<file path="config.mk">
export PLATFORM = sky130hd
export DESIGN_NAME = fetch_stage
export DESIGN_NICKNAME = d
export VERILOG_FILES = /design/src/rtl/fetch_stage_pkg.sv /design/src/rtl/fetch_slot.sv /design/src/rtl/fetch_stage.sv
export SDC_FILE = /design/constraint.sdc
export NUM_CORES = 1
export LEC_CHECK = 0
export ABC_AREA = 1
export CAP_MARGIN = 40
export CORE_ASPECT_RATIO = 1.1
export CORE_MARGIN = 10
export CORE_UTILIZATION = 48
export CTS_BUF_LIST = sky130_fd_sc_hd__clkbuf_4
export CTS_CLUSTER_DIAMETER = 150
export DETAILED_ROUTE_END_ITERATION = 7
export PLACE_DENSITY = 0.83
export RECOVER_POWER = 100
export SLEW_MARGIN = 20
export SYNTH_ARGS = -nofsm -noshare
export SYNTH_HDL_FRONTEND = slang
export SYNTH_SLANG_ARGS = --single-unit
</file>
<file path="constraint.sdc">
create_clock -name clk -period 2.6 [get_ports clk]
set_clock_uncertainty 0.1 [all_clocks]
set_input_delay 0.26 -clock clk [delete_from_list [all_inputs] [get_ports clk]]
set_output_delay 0.26 -clock clk [all_outputs]
set_load 0.02 [all_outputs]
</file>
<file path="src/rtl/fetch_stage_pkg.sv">
// fetch_stage_pkg
//   Shared definitions for the instruction-fetch stage: stall-vector and
//   IC->ID bus widths, stall encodings, the FSM state type, the slot entry
//   record and a helper that packs a slot entry onto the IC->ID bus.
//   Optional build macro used by this slice: FETCH_SKID_EN (see fetch_slot).
package fetch_stage_pkg;

  localparam int STALL_BUS_W = 6;
  localparam int IC_TO_ID_WD = 65;

  localparam logic STOP    = 1'b1;
  localparam logic NO_STOP = 1'b0;

  localparam logic [31:0] ZERO_WORD        = 32'h0000_0000;
  localparam logic [31:0] RESET_PC_DEFAULT = 32'hBFC0_0000;
  localparam int          EXC_ADEL_BIT     = 16;

  typedef enum logic [1:0] {
    ST_RUN    = 2'd0,
    ST_WAIT   = 2'd1,
    ST_CANCEL = 2'd2
  } fetch_state_t;

  typedef struct packed {
    logic [31:0] exc;
    logic [31:0] inst;
    logic [31:0] pc;
  } slot_entry_t;

  // Empty slot presents an all-zero bubble to decode.
  function automatic logic [IC_TO_ID_WD-1:0] pack_ic_bus(input logic valid,
                                                         input slot_entry_t e);
    return valid ? {e.exc, 1'b1, e.pc} : '0;
  endfunction

endpackage

</file>
<file path="src/rtl/fetch_slot.sv">
// fetch_slot
//   Output buffer between fetch and decode. Holds one entry (head); with
//   FETCH_SKID_EN defined it holds a second skid entry behind the head so a
//   response can land while decode is stalled.
// Ports:
//   clk, rst        clock, synchronous active-low reset
//   clear           drop every entry (flush)
//   consume         decode takes the head entry this cycle (if valid)
//   trim            branch redirect: keep only the oldest surviving entry,
//                   accept no new one
//   fill/fill_entry write a new entry
//   head_valid/head_entry  entry presented to decode
//   can_accept      room exists for a fill this cycle
//   keep_avail      an entry survives this cycle's consume (delay slot held)
module fetch_slot
  import fetch_stage_pkg::*;
(
  input  logic        clk,
  input  logic        rst,
  input  logic        clear,
  input  logic        consume,
  input  logic        trim,
  input  logic        fill,
  input  slot_entry_t fill_entry,
  output logic        head_valid,
  output slot_entry_t head_entry,
  output logic        can_accept,
  output logic        keep_avail
);

  logic        head_valid_reg, head_valid_next;
  slot_entry_t head_reg, head_next;
  logic        fill_ok;

  // A redirect that keeps the current entry never takes a new one.
  assign fill_ok = fill && !trim;

`ifdef FETCH_SKID_EN
  logic        skid_valid_reg, skid_valid_next;
  slot_entry_t skid_reg, skid_next;

  always_comb begin
    head_valid_next = head_valid_reg;
    head_next       = head_reg;
    skid_valid_next = skid_valid_reg;
    skid_next       = skid_reg;
    // Consume shifts the skid entry forward into the head.
    if (consume && head_valid_reg) begin
      head_valid_next = skid_valid_reg;
      head_next       = skid_reg;
      skid_valid_next = 1'b0;
    end
    if (trim) begin
      skid_valid_next = 1'b0;
    end
    if (fill_ok) begin
      if (!head_valid_next) begin
        head_valid_next = 1'b1;
        head_next       = fill_entry;
      end else begin
        skid_valid_next = 1'b1;
        skid_next       = fill_entry;
      end
    end
    if (clear) begin
      head_valid_next = 1'b0;
      skid_valid_next = 1'b0;
    end
  end

  assign can_accept = !skid_valid_reg || consume;
  assign keep_avail = skid_valid_reg || (head_valid_reg && !consume);

  always_ff @(posedge clk) begin
    if (!rst) begin
      skid_valid_reg <= 1'b0;
      skid_reg       <= '0;
    end else begin
      skid_valid_reg <= skid_valid_next;
      skid_reg       <= skid_next;
    end
  end
`else
  always_comb begin
    head_valid_next = head_valid_reg;
    head_next       = head_reg;
    if (consume) begin
      head_valid_next = 1'b0;
    end
    if (fill_ok) begin
      head_valid_next = 1'b1;
      head_next       = fill_entry;
    end
    if (clear) begin
      head_valid_next = 1'b0;
    end
  end

  assign can_accept = !head_valid_reg || consume;
  assign keep_avail = head_valid_reg && !consume;
`endif

  always_ff @(posedge clk) begin
    if (!rst) begin
      head_valid_reg <= 1'b0;
      head_reg       <= '0;
    end else begin
      head_valid_reg <= head_valid_next;
      head_reg       <= head_next;
    end
  end

  assign head_valid = head_valid_reg;
  assign head_entry = head_reg;

endmodule

</file>
<file path="src/rtl/fetch_stage.sv">
// fetch_stage
//   Instruction-fetch stage: owns the PC, runs a one-outstanding SRAM-like
//   request to instruction memory and hands fetched words to decode through
//   fetch_slot. Handles flush redirects and branch redirects with MIPS
//   delay-slot semantics. Build macro FETCH_SKID_EN adds a skid entry.
// Ports:
//   clk, rst                 clock, synchronous active-low reset
//   stall[5:0]               stall[1] stops this stage, stall[2] stops decode
//   flush, new_pc            exception/eret redirect
//   br_e, br_addr            taken branch from decode
//   stallreq                 stage waiting on memory
//   inst_req, inst_addr      request to instruction memory
//   inst_addr_ok             request accepted
//   inst_data_ok, inst_rdata response
//   ic_to_id_bus             {excepttype[31:0], ic_ce, ic_pc[31:0]}
//   ic_inst                  instruction word for decode
module fetch_stage
  import fetch_stage_pkg::*;
#(
  parameter logic [31:0] RESET_PC = RESET_PC_DEFAULT,
  parameter int          ADEL_BIT = EXC_ADEL_BIT
) (
  input  logic                   clk,
  input  logic                   rst,
  input  logic [STALL_BUS_W-1:0] stall,
  input  logic                   flush,
  input  logic [31:0]            new_pc,
  input  logic                   br_e,
  input  logic [31:0]            br_addr,
  output logic                   stallreq,
  output logic                   inst_req,
  output logic [31:0]            inst_addr,
  input  logic                   inst_addr_ok,
  input  logic                   inst_data_ok,
  input  logic [31:0]            inst_rdata,
  output logic [IC_TO_ID_WD-1:0] ic_to_id_bus,
  output logic [31:0]            ic_inst
);

  fetch_state_t state_reg, state_next;
  logic [31:0]  pc_reg, pc_next;
  logic [31:0]  br_tgt_reg, br_tgt_next;
  logic         br_pend_reg, br_pend_next;

  logic         consume, can_accept, keep_avail, head_valid;
  slot_entry_t  head_entry, fill_entry;
  logic         fill, clear, trim;
  logic         misaligned, run_ok, accepted, br_keep, redirect;
  logic [31:0]  pc_seq;
  logic [31:0]  adel_exc;
  logic         unused_stall_bits;

  assign unused_stall_bits = ^{stall[STALL_BUS_W-1:3], stall[0]};

  assign adel_exc   = 32'd1 << ADEL_BIT;
  assign consume    = (stall[2] == NO_STOP);
  assign misaligned = (pc_reg[1:0] != 2'b00);
  assign run_ok     = rst && (state_reg == ST_RUN) && can_accept && (stall[1] == NO_STOP);
  assign inst_req   = run_ok && !misaligned;
  assign inst_addr  = pc_reg;
  assign accepted   = inst_req && inst_addr_ok;
  // Branch while the delay slot is already buffered: redirect right away.
  assign br_keep    = br_e && keep_avail;
  assign redirect   = flush || br_keep;
  assign pc_seq     = br_pend_reg ? br_tgt_reg : pc_reg + 32'd4;

  assign stallreq = ((state_reg == ST_RUN) && inst_req && !inst_addr_ok)
                 || ((state_reg == ST_WAIT) && !inst_data_ok)
                 || (state_reg == ST_CANCEL);

  always_comb begin
    state_next   = state_reg;
    pc_next      = pc_reg;
    br_tgt_next  = br_tgt_reg;
    br_pend_next = br_pend_reg;
    fill         = 1'b0;
    fill_entry   = '0;
    clear        = 1'b0;
    trim         = 1'b0;

    if (redirect) begin
      clear        = flush;
      trim         = !flush;
      pc_next      = flush ? new_pc : br_addr;
      br_pend_next = 1'b0;
      // Anything in flight now belongs to the wrong path.
      case (state_reg)
        ST_RUN:    if (accepted) state_next = ST_CANCEL;
        ST_WAIT,
        ST_CANCEL: state_next = inst_data_ok ? ST_RUN : ST_CANCEL;
        default:   state_next = ST_RUN;
      endcase
    end else begin
      case (state_reg)
        ST_RUN: begin
          if (accepted) begin
            state_next = ST_WAIT;
          end else if (run_ok && misaligned) begin
            fill           = 1'b1;
            fill_entry.pc  = pc_reg;
            fill_entry.exc = adel_exc;
          end
        end
        ST_WAIT: begin
          if (inst_data_ok) begin
            fill            = 1'b1;
            fill_entry.pc   = pc_reg;
            fill_entry.inst = inst_rdata;
            state_next      = ST_RUN;
          end
        end
        ST_CANCEL: if (inst_data_ok) state_next = ST_RUN;
        default:   state_next = ST_RUN;
      endcase

      // A fill completing alongside a branch is that branch's delay slot.
      if (fill) begin
        pc_next      = br_e ? br_addr : pc_seq;
        br_pend_next = 1'b0;
      end else if (br_e) begin
        br_tgt_next  = br_addr;
        br_pend_next = 1'b1;
      end
    end
  end

  always_ff @(posedge clk) begin
    if (!rst) begin
      state_reg   <= ST_RUN;
      pc_reg      <= RESET_PC;
      br_tgt_reg  <= '0;
      br_pend_reg <= 1'b0;
    end else begin
      state_reg   <= state_next;
      pc_reg      <= pc_next;
      br_tgt_reg  <= br_tgt_next;
      br_pend_reg <= br_pend_next;
    end
  end

  fetch_slot u_slot (
    .clk        (clk),
    .rst        (rst),
    .clear      (clear),
    .consume    (consume),
    .trim       (trim),
    .fill       (fill),
    .fill_entry (fill_entry),
    .head_valid (head_valid),
    .head_entry (head_entry),
    .can_accept (can_accept),
    .keep_avail (keep_avail)
  );

  assign ic_to_id_bus = pack_ic_bus(head_valid, head_entry);
  assign ic_inst      = head_valid ? head_entry.inst : ZERO_WORD;

endmodule

</file>
# Yosys cells after proc, flatten, opt, wreduce, memory -nomap -nowiden
# Index checks and enable logic that the tools add are counted.
[totals]
wordCells = 82
regBits = 164
output_inout_bits = 131
[classes]
addsub = 1
reduce_logical = 30
eq_ne = 5
bitwise = 5
n_mux = 33
[ops]
columns = ["operator", "n"]
rows = [
  ["32-bit two-way mux", 10],
  ["96-bit two-way mux", 1],
  ["65-bit two-way mux", 1],
  ["64-bit two-way mux", 1],
  ["32-bit case mux with 2 select lines", 1],
  ["17-bit two-way mux", 2],
  ["32-bit by 3-bit adder with 32-bit output, second input constant", 1],
  ["1-bit logical AND", 12],
  ["2-bit two-way mux", 5],
  ["1-bit two-way mux", 9],
  ["2-bit case mux with 2 select lines", 2],
  ["1-bit logical NOT", 6],
  ["1-bit inverter", 5],
  ["1-bit logical OR", 4],
  ["2-bit nonzero test", 2],
  ["2-bit OR reduction", 2],
  ["3-bit by 1-bit != test with 1-bit output, second input constant", 1],
  ["3-bit AND reduction", 1],
  ["3-bit OR reduction", 1],
  ["2-bit by 1-bit == test with 1-bit output, second input constant", 1],
  ["2-bit == test, second input constant", 1],
  ["2-bit logical NOT", 1],
  ["2-bit by 1-bit != test with 1-bit output, second input constant", 1],
  ["2-bit != test, second input constant", 1],
  ["2 further kinds", 2],
]

# Logic depth before layout (Yosys ltp)
[logic_depth]
ltp_word = 12
depth_mapped = 13
ltp_nobuf = 12

# Hierarchy
# From an unflattened synthesis, not the netlist that was laid out.
[unflattened]
cells_unflattened = 1695
hier_area_um2 = 9851.9
[modules_own_cells]
columns = ["mod", "seq_area_each_um2", "cells_each", "instances", "area_per_inst_um2"]
rows = [
  ["fetch_stage", 1341.3, 1066, 1, 5739.3],
  ["fetch_slot", 1941.9, 629, 1, 4112.7],
]

# Worst setup path before layout
# OpenSTA, ideal clock, no wires.
[synth_path]
kind = "register -> output"
start = "register state_reg[0]"
end = "output stallreq"
slack_ns = 0.729
stages_incl_launch_ff = 9
t_required_ns = 2.240
arrival_time_ns = 1.511
cell_sequence = "dfxtp_1 -> inv_1 -> ha_1 -> inv_1 -> nor2_1 -> nand3_1 -> nor2_1 -> a21oi_1 -> o21ai_0"
[synth_between]
elab_chain_len = 9
word_cells_on_any_way = 12
cone_classes = "eq/ne (2); reduce/logical (10)"
[synth_lines]
columns = ["item", "line_no", "rtl"]
rows = [
  ["start, declared", "fetch_stage.sv:40", "fetch_state_t state_reg, state_next;"],
  ["start signal, assigned", "fetch_stage.sv:134", "state_reg <= state_next;"],
  ["2-bit logical NOT", "fetch_stage.sv:58", "assign run_ok = rst && (state_reg == ST_RUN) && can_accept && (stall[1] == NO_STOP);"],
  ["1-bit logical AND (3 in a row)", "fetch_stage.sv:58", ""],
  ["1-bit logical AND", "fetch_stage.sv:59", "assign inst_req = run_ok && !misaligned;"],
  ["via inst_req", "fetch_stage.sv:31", "output logic inst_req,"],
  ["1-bit logical AND (2 in a row)", "fetch_stage.sv:67", "assign stallreq = ((state_reg == ST_RUN) && inst_req && !inst_addr_ok)"],
  ["1-bit logical OR", "fetch_stage.sv:68", "|| ((state_reg == ST_WAIT) && !inst_data_ok)"],
  ["1-bit logical OR", "fetch_stage.sv:69", "|| (state_reg == ST_CANCEL);"],
  ["end, declared", "fetch_stage.sv:30", "output logic stallreq,"],
]
# The timed path passes the listed nets, and every way through them passes these cells.

# Worst setup path after layout
[layout_path]
start = "register u_slot.head_valid_reg, in the netlist u_slot.head_valid"
end = "output ic_to_id_bus[2]"
[layout_between]
elab_chain_len = 1
[layout_lines]
columns = ["item", "line_no", "rtl"]
rows = [
  ["start, declared", "fetch_slot.sv:31", "logic head_valid_reg, head_valid_next;"],
  ["start signal, assigned", "fetch_slot.sv:108", "head_valid_reg <= head_valid_next;"],
  ["65-bit two-way mux", "fetch_stage_pkg.sv:33", "return valid ? {e.exc, 1'b1, e.pc} : '0;"],
  ["end, declared", "fetch_stage.sv:36", "output logic [IC_TO_ID_WD-1:0] ic_to_id_bus,"],
]
# No other way between the ends.

==> qor.txt <==
DRC -> 0
Max Clock Freq -> 399.3 MHz
Worst R2R Path Depth -> 11
Yosys warnings -> 0
Vias/cell -> 5.162
post-route setup slack -> 0.09532 ns
final setup violation count -> 0
post-synth top area share -> 0.3538
Synth Flop Type -> dfxtp_1
fin crit period -> 2.505 ns
Worst-Margin Slew -> 0.6243 ns
hold path depth -> 3
#FFs+latches synth -> 133
Power, Total -> 5.733 mW
multi-input logic area -> 0.003779 sq mm
number of hold violations in the final report -> 0
Buf/Inv on CP -> 3
syn avg cell area -> 6.351 sq um
Slowest cell on crit path -> dlygate4sd3_1
antenna viol nets, final -> 0
FFs w/ async S/R, synth -> 0
Seq/Total Area, Yosys -> 0.3538
die width -> 139.4 microns
fraction of layout cells with a size suffix above 1 -> 0.05988
Avg WL per Cell -> 16.05 microns
grt ovf -> 0
VDD IR-drop max -> 0.0002810 V
die height -> 151.3 microns
area growth from synthesis to layout -> 32.40%
Root Buffer -> clkbuf_4
DR pass1 iterations -> 6
Port-buffer cells -> 203
Reg-to-Reg Start -> state_reg[0]$_SDFFE_PN0P_
Worst slew margin -> 0.5823
clk_lat worst skew -> 0.58 ns
Hold WS -> 0.1191 ns
Max FO, Critical Path -> 66
Tot GR Track Use -> 0.2313
reg-to-reg critical path endpoint -> br_tgt_reg[8]$_SDFFE_PN0P_
largest net degree at the start of global routing -> 73
largest cells by area after synthesis -> dfxtp_1, nand2_1, inv_1, a21oi_1, nor2_1
count leader, synth -> nand2_1
worst path cell trace -> buf_12 > nand2_1 > inv_1 > dlygate4sd3_1
die area -> 0.02109 sq mm
pwr dens -> 575.3 mW/mm^2
Commonest cells post-synth -> nand2_1, inv_1, dfxtp_1
critical path class -> reg -> out
hold_sp -> inst_rdata[17]
Startpoint Class -> flip-flop
WP data arrival -> 2.14 ns
Total Routed Length -> 25420 microns
status -> finished clean
Layout Nets -> 1486
Post-synth EDFFs -> 0
max reg flops -> 65
first-pass GRT wire length -> 39800 microns
Clock transition at path regs -> 0.12 ns
Critical Path RT -> 2.24 ns
gp weighted congestion -> 0.9659
initial drt markers -> 804
WHS Endpoint -> u_slot.head_entry[49]$_SDFFE_PN0P_
dpl cells -> 1550
Hold-fix buffers, CTS -> 0
unrepaired setup endpoints after global routing -> false
pre-CTS WS -> 0.2608 ns
worst reg2reg setup slack -> 0.30 ns
DP Wirelength -> 19260 microns
htree depth -> 4
Post-Layout Cell Count -> 1584
clock buffer count from CTS -> 17
family with the most delay on the worst path -> buffers and inverters
Max stage delay on crit path -> 0.71 ns
# rows -> 47
Lkg Pwr -> 4.676 nW
register area -> 0.002664 sq mm
Slew Limit Fails -> 0
vias -> 8176
clk buf depth -> 2
worst min path class -> in -> reg
I/O Pins -> 239
Synth cell types -> 40
setup TNS -> 0 ns
starting density of the core -> 0.4941
fin crit share -> 0.9633
CTS tree -> yes
clk sinks -> 133
synthesized cell area -> 0.007526 sq mm
initial antenna violation count -> 1
CP endpoint kind -> primary output
vias in the first global route -> 7667
max-cap viol count -> 0
filler instances -> 1437
area leader, netlist -> dfxtp_1
cell count after synthesis -> 1185
Core Area -> 0.01523 sq mm
-- power by group --
part / total [mW] / internal, mW / switching [mW]
Sequential: 2.44 / 2.26 / 0.184
Clock: 1.55 / 0.750 / 0.800
Combinational: 1.74 / 0.639 / 1.10
-- per-stage QoR --
stage | instance area, sq um | utilization
2_1_floorplan | 7639 | -
3_3_place_gp | 9656 | 0.6339
3_5_place_dp | 9656 | 0.6339
4_1_cts | 9968 | 0.6545
5_1_grt | 9962 | 0.6541
6_report | 9965 | 0.6542
-- worst reg2reg max path: cells and delay by family, from the launching register on --
family | cells | cell delay, ns
AND/OR/NAND/NOR | 5 | 0.61
flip-flops | 1 | 0.39
adder cells (fa/ha/maj) | 1 | 0.21
buffers and inverters | 3 | 0.51
AO/OA/AOI/OAI | 2 | 0.37
-- cell type report --
class                           count  share of cell area
Inverter                          169             0.06379
Sequential cell                   133              0.2673
Clock inverter                     15             0.01883
Timing Repair Buffer              236              0.2329
Tap cell                          196             0.02461
Clock buffer                       17             0.01281
Multi-Input combinational cell    816              0.3792
Antenna cell                        2           0.0005023
-- logic make-up (layout without fill, tap and decap cells) --
family          count (synthesis)  count (layout)  share of synthesized area
compound gates                235             235                     0.1752
xor+xnor                       12              12                    0.01396
fa+ha+maj                       5               5                   0.008313
buf+inv                       266             437                     0.1591
flops                         133             133                     0.3538
other cells                     1              33                  0.0004983
simple gates                  533             533                     0.2891
-- worst max-delay path by stage --
stage / cells after the start / to / slack [ns] / from
finish: 4 / ic_to_id_bus[2] / 0.1 / u_slot.head_valid$_SDFFE_PP0P_
global placement: 9 / inst_addr[11]$_SDFFE_PN0P_ / 0.31 / stall[2]
global route: 7 / inst_req / 0.02 / state_reg[1]$_SDFFE_PN0P_
floorplan: 8 / stallreq / 0.73 / state_reg[0]$_SDFFE_PN0P_
CTS: 9 / stallreq / 0.04 / state_reg[0]$_SDFFE_PN0P_
detailed placement: 9 / inst_addr[9]$_SDFFE_PN0P_ / 0.26 / stall[2]
-- cell usage in the layout, fill, tap and decap left out, types with 5 or more instances in the layout --
cell type,n
clkbuf_4,18
a32oi_1,6
nor2_1,94
buf_4,27
a22oi_1,8
xor2_1,8
dfxtp_1,132
inv_1,164
nand3_1,37
a21oi_1,121
conb_1,31
nand4_1,7
a221oi_1,6
nor3_1,38
o21ai_0,63
dlygate4sd3_1,87
clkdlybuf4s50_1,114
nand2_1,341
o22ai_1,7
a31oi_1,6
ha_1,5
-- routing by layer --
metal / vias to the layer above / GRT usage / wire (microns)
met1: 3613 / 0.2853 / 10100
met5: - / 0 / 0
met4: 0 / 0.1263 / 1133
li1: 4072 / - / -
met3: 76 / 0.04980 / 2331
met2: 415 / 0.3707 / 11860
-- what timing repair did --
action                                  CTS  global route
endpoints found under the setup margin    2             1
resized for setup                         2             3
setup buffers                             0             0
Power figures use the tool's default switching activity.
